`src/rtl/iob_axistream_out_arb.sv`:
```
// Packet-atomic round-robin arbiter feeding the AXI-stream output FIFO write port.
// One requester owns the port from grant until its tlast byte is written, so
// packets from different producers never interleave in the FIFO.
module iob_axistream_out_arb #(
    parameter int N_REQ = 4,
    parameter int CNT_W = 16
) (
    input  logic                 clk,
    input  logic                 arst,
    input  logic [8*N_REQ-1:0]   s_tdata,
    input  logic [N_REQ-1:0]     s_tvalid,
    input  logic [N_REQ-1:0]     s_tlast,
    output logic [N_REQ-1:0]     s_tready,
    input  logic [N_REQ-1:0]     req_en,
    output logic                 fifo_w_en,
    output logic [8:0]           fifo_w_data,
    input  logic                 fifo_w_full,
    output logic [N_REQ-1:0]     grant,
    output logic                 busy,
    output logic                 pkt_done,
    output logic [CNT_W-1:0]     pkt_cnt
);

    localparam int IDX_W = $clog2(N_REQ);

    typedef enum logic {
        IDLE = 1'b0,
        OWN  = 1'b1
    } state_t;

    state_t             r_state;
    logic [N_REQ-1:0]   r_grant;
    logic [IDX_W-1:0]   r_owner;
    logic [IDX_W-1:0]   r_ptr;
    logic               r_pkt_done;
    logic [CNT_W-1:0]   r_pkt_cnt;

    state_t             w_state_next;
    logic [N_REQ-1:0]   w_grant_next;
    logic [IDX_W-1:0]   w_owner_next;
    logic [IDX_W-1:0]   w_ptr_next;
    logic               w_done_next;
    logic [CNT_W-1:0]   w_cnt_next;

    logic [N_REQ-1:0]   w_cand;
    logic [IDX_W:0]     w_sum;
    logic               w_found;
    logic [IDX_W-1:0]   w_sel;
    logic               w_own_valid;
    logic               w_own_last;
    logic [7:0]         w_own_data;
    logic               w_write_last;

    // The owner's byte lane is selected by the stored index; in IDLE the
    // write strobe is gated off so the stale lane is harmless.
    assign w_cand       = s_tvalid & req_en;
    assign w_own_valid  = s_tvalid[r_owner];
    assign w_own_last   = s_tlast[r_owner];
    assign w_own_data   = s_tdata[{r_owner, 3'b000} +: 8];
    assign fifo_w_en    = (r_state == OWN) & w_own_valid & ~fifo_w_full;
    assign w_write_last = fifo_w_en & w_own_last;
    assign fifo_w_data  = {w_own_last, w_own_data};
    assign s_tready     = ((r_state == OWN) && !fifo_w_full) ? r_grant : '0;
    assign grant        = r_grant;
    assign busy         = |r_grant;
    assign pkt_done     = r_pkt_done;
    assign pkt_cnt      = r_pkt_cnt;

    // Round-robin search: first eligible requester at or after ptr, wrapping.
    always_comb begin
        w_found = 1'b0;
        w_sel   = '0;
        w_sum   = '0;
        for (int off = 0; off < N_REQ; off++) begin
            w_sum = {1'b0, r_ptr} + (IDX_W+1)'(off);
            if (w_sum >= (IDX_W+1)'(N_REQ)) begin
                w_sum = w_sum - (IDX_W+1)'(N_REQ);
            end
            if (!w_found && w_cand[w_sum[IDX_W-1:0]]) begin
                w_found = 1'b1;
                w_sel   = w_sum[IDX_W-1:0];
            end
        end
    end

    // Next-state logic: grant from IDLE, release and advance ptr after tlast.
    always_comb begin
        w_state_next = r_state;
        w_grant_next = r_grant;
        w_owner_next = r_owner;
        w_ptr_next   = r_ptr;
        w_done_next  = 1'b0;
        w_cnt_next   = r_pkt_cnt;
        case (r_state)
            IDLE: begin
                if (w_found) begin
                    w_state_next = OWN;
                    w_grant_next = N_REQ'(1) << w_sel;
                    w_owner_next = w_sel;
                end
            end
            OWN: begin
                if (w_write_last) begin
                    w_state_next = IDLE;
                    w_grant_next = '0;
                    w_ptr_next   = (r_owner == IDX_W'(N_REQ-1)) ? '0 : r_owner + IDX_W'(1);
                    w_done_next  = 1'b1;
                    w_cnt_next   = r_pkt_cnt + CNT_W'(1);
                end
            end
            default: begin
                w_state_next = IDLE;
            end
        endcase
    end

    // State and bookkeeping registers; reset clears any packet in flight.
    always_ff @(posedge clk or posedge arst) begin
        if (arst) begin
            r_state    <= IDLE;
            r_grant    <= '0;
            r_owner    <= '0;
            r_ptr      <= '0;
            r_pkt_done <= 1'b0;
            r_pkt_cnt  <= '0;
        end else begin
            r_state    <= w_state_next;
            r_grant    <= w_grant_next;
            r_owner    <= w_owner_next;
            r_ptr      <= w_ptr_next;
            r_pkt_done <= w_done_next;
            r_pkt_cnt  <= w_cnt_next;
        end
    end

endmodule

```
`config.mk`:
```
export PLATFORM = sky130hd
export DESIGN_NAME = iob_axistream_out_arb
export DESIGN_NICKNAME = d
export VERILOG_FILES = /design/src/rtl/iob_axistream_out_arb.sv
export SDC_FILE = /design/constraint.sdc
export NUM_CORES = 1
export LEC_CHECK = 0
export CAP_MARGIN = 40
export CORE_ASPECT_RATIO = 1.25
export CORE_MARGIN = 5
export CORE_UTILIZATION = 39
export DETAILED_ROUTE_END_ITERATION = 16
export HOLD_SLACK_MARGIN = 0.06
export PLACE_DENSITY = 0.81
export SLEW_MARGIN = 20
export SYNTH_ARGS = -nofsm -noshare
export SYNTH_HDL_FRONTEND = slang
export SYNTH_SLANG_ARGS = --single-unit
```
`constraint.sdc`:
```
create_clock -name clk -period 2.2 [get_ports clk]
set_clock_uncertainty 0.2 [all_clocks]
set_input_delay 0.44 -clock clk [delete_from_list [all_inputs] [get_ports clk]]
set_output_delay 0.44 -clock clk [all_outputs]
set_load 0.01 [all_outputs]
```
==> metrics.md <==
| Metric | Value |
|---|---|
| Run status | `finished clean` |
| Number of non-filler instances in the completed layout | `301` |
| Number of max-cap violations | `0` |
| Yosys warns | `0` |
| Path category of the worst min-delay check | `flop to flop` |
| Flip-flop and latch count after synthesis | `26` |
| Largest delay share family, worst path | `flip-flops` |
| CTS H-Tree Depth | `1` |
| Fillers | `308` |
| Floorplan die area | `5260 sq um` |
| Post-detailed-placement half-perimeter wirelength | `3.74 mm` |
| Synthesized Nets | `195` |
| Final ANT Viol Nets | `0` |
| Final wirelength | `4.74 mm` |
| Total negative slack for setup checks | `0 ps` |
| CP Max Fanout | `3` |
| Clock Sinks | `26` |
| Critical path buffers and inverters | `2` |
| Period utilization | `98.9%` |
| Drt wl/cell | `15.7 microns` |
| Number of cells on the worst reg-to-reg path | `8` |
| Post-detailed-route DRC marker count | `0` |
| Peak supply drop | `0.000443 V` |
| Share of final-layout standard cells stronger than drive strength 1 | `21.9%` |
| Chip Height | `79.9 microns` |
| Most instantiated flip-flop cell in the synthesis netlist | `dfrtp_1` |
| Met3 wire len | `509 microns` |
| Beginning of the worst register-to-register path | `r_owner[0]` |
| DP Cell Count | `294` |
| Data required time at the worst endpoint | `1560 ps` |
| Starting density of the core | `40.2%` |
| Biggest area consumer among synthesized cells | `dfrtp_1` |
| Final worst slack | `23.3 ps` |
| Number of buffers added by the clock tree synthesis step | `3` |
| Actual slew at the worst max-slew pin | `389 ps` |
| Setup slack of the worst register-to-register path | `110 ps` |
| DR WL met2 | `2.42 mm` |
| Via-per-instance ratio | `5.14` |
| Proportion of synthesized chip area in sequential cells | `42.7%` |
| Lkg Pwr | `1.18 nW` |
| Maximum number of buffers from clock root to sink | `2` |
| End of the worst register-to-register path | `r_ptr[1]` |
| Crit path kind | `flop to output port` |
| Clock transition at path regs | `80 ps` |
| Count of cells along the worst hold path | `1` |
| Maximum clock frequency | `459 MHz` |
| Worst setup SP type | `flop` |
| List of most frequent post-synthesis cells | `26 x dfrtp_1, 21 x nand2_1, 13 x nand3_1` |
| Global router's overall resource usage | `17.7%` |
| Count of vias placed by the detailed router | `1548` |
| Clock tree from TritonCTS | `yes` |
| Setup repair after global routing missed its margin | `true` |
| Start point of the worst hold path | `pkt_cnt[15]` |
| First-pass DRT Iterations | `4` |
| Antenna violations before repair | `0` |
| Setup violations, final | `0` |
| Power Density | `884 nW/um^2` |
| Antenna diodes | `0` |
| Relative slew slack | `74.0%` |
| Number of cells produced by synthesis | `146` |
| First-pass GRT wire length | `7.29 mm` |
| Number of nets in the final layout | `297` |
| Clock Tree Root | `clkbuf_8` |
| Library cells used by synthesis | `34` |
| Master of the slowest instance on the critical path | `dfrtp_1` |
| Critical path's largest stage delay | `400 ps` |
| Dominant cell by count in the synthesized netlist | `dfrtp_1` |
| Final Max Slew Viols | `0` |
| Share of flip-flops with an asynchronous set or reset after synthesis | `100%` |
| Area growth syn-to-layout | `72.2%` |
| Endpoint arrival time on the critical path | `1540 ps` |
| Top routing layer in use | `met4` |
| Proportion of netlist area held by the largest area contributor | `42.7%` |
| Count of final hold-check violations | `0` |
| Clock latency of the later-clocked register in the worst-skew pair | `270 ps` |
| Cell Area, Synth | `1520 sq um` |
| Initial detailed-routing violation count | `44` |
| Number of global-route vias before repair | `1586` |
| Number of synthesized flops with an enable pin | `0` |
| Average cell area after synthesis | `10.4 sq um` |
| Std cell rows | `25` |
| Hold Path Sink | `pkt_cnt[15]` |
| IO Port Bufs | `82` |
| Core area | `3780 sq um` |
| Kind of end point of the critical path | `output port` |
| Final weighted congestion in routability-driven placement | `0.754` |
| IO Count | `83` |
| Clock period minus final worst setup slack | `2180 ps` |
| Pin count of the biggest net entering global routing | `27` |
| Overflow left after global routing | `0` |
| Leading cell types by total area after synthesis | `dfrtp_1 43%, mux4_2 13%, xor2_1 6.3%` |
| Die Span X | `65.9 microns` |
| Post-Route M1 WL | `1.78 mm` |
| Ordered list of cells on the worst path | `buf_4, or3b_4, o22ai_4, buf_2` |
| Placement-stage worst setup slack | `-415 ps` |
==> power by group <==
group | internal, mW | leakage, nW | total (mW) | switching [mW]
Combinational | 0.757 | 0.809 | 1.31 | 0.553
Sequential | 0.582 | 0.346 | 0.705 | 0.123
Clock | 0.160 | 0.0288 | 0.302 | 0.143
Total | 1.50 | 1.18 | 2.32 | 0.818
==> cell type report <==
type / instances / area (sq um) / share of cell area (%)
Timing Repair Buffer: 104 / 973 / 37.1
Multi-Input combinational cell: 111 / 868 / 33.1
Sequential cell: 26 / 651 / 24.8
Tap cell: 54 / 67.6 / 2.58
Clock buffer: 4 / 55.1 / 2.10
Inverter: 2 / 7.51 / 0.286
==> how the worst max path moves through the flow <==
stage / depth (start not counted) / endpoint / startpoint / slack [ps]
6_report: 4 / fifo_w_en / r_owner[0] / 20
5_1_grt: 4 / fifo_w_en / r_owner[0] / -30
4_1_cts: 8 / r_ptr[1] / s_tlast[3] / -20
3_5_place_dp: 4 / fifo_w_en / fifo_w_full / -420
3_3_place_gp: 4 / fifo_w_en / fifo_w_full / -410
2_1_floorplan: 6 / pkt_cnt[11] / fifo_w_full / 250
==> cells by family after synthesis <==
| family | synth area share, % |
|---|---|
| and+or+nand+nor | 22.3 |
| AOI/OAI and AO/OA | 6.82 |
| xor gates and xnor gates | 8.63 |
| buffers and inverters | 3.29 |
| DFF | 42.7 |
| adders and majority gates | 1.64 |
| muxes | 14.6 |
==> state kept, by name (all words and copies together), names as in the netlist <==
signal and count:
pkt_done 1, r_ptr 2, pkt_cnt 16, grant 4, r_owner 2, r_state 1
==> repair_timing <==
action,CTS,global route
gates resized for setup,48,11
pin swaps,0,2
hold buffers,0,0
endpoints found under the setup margin,19,27
setup buffers,3,1
==> metal layers <==
| layer | GRT usage (%) | vias to the layer above |
|---|---|---|
| li1 | - | 728 |
| met1 | 17.9 | 737 |
| met2 | 34.0 | 79 |
| met3 | 5.35 | 4 |
| met4 | 5.39 | 0 |
| met5 | 0 | - |
==> layout by cell type (no fill, tap or decap), types with 2 or more instances in the layout <==
cell type / count
a21oi_1: 2
and2_1: 5
and3_1: 3
buf_12: 2
buf_2: 8
buf_4: 18
buf_6: 4
clkbuf_8: 4
clkdlybuf4s50_1: 66
dfrtp_1: 26
dlygate4sd2_1: 6
ha_1: 2
inv_1: 2
mux4_2: 9
nand2_1: 21
nand3_1: 13
nand4_1: 2
nor2_1: 7
nor3_1: 4
nor4_2: 4
o21ai_0: 3
o31ai_1: 5
xnor2_1: 4
xor2_1: 11
==> worst reg2reg max path, stage by stage (launching register included) <==
cell and delay [ps]:
dfrtp_1 380, buf_6 150, mux4_2 540, buf_4 170, nand2_4 170, inv_1 140, buf_4 150, nand2_1 60
nand2_1 50
==> per-stage QoR <==
stage               power (mW)  utilization, %  hold WS (ps)  cell area, sq um
floorplan                 1.34               -           280              1520
CTS                       2.30            68.4           291              2590
detailed placement        2.06            67.3           275              2550
global route              2.47            69.3           298              2620
global placement          2.04            67.3           258              2550
finish                    2.32            69.3           283              2620
No activity file was read; power rests on OpenSTA's default activity.
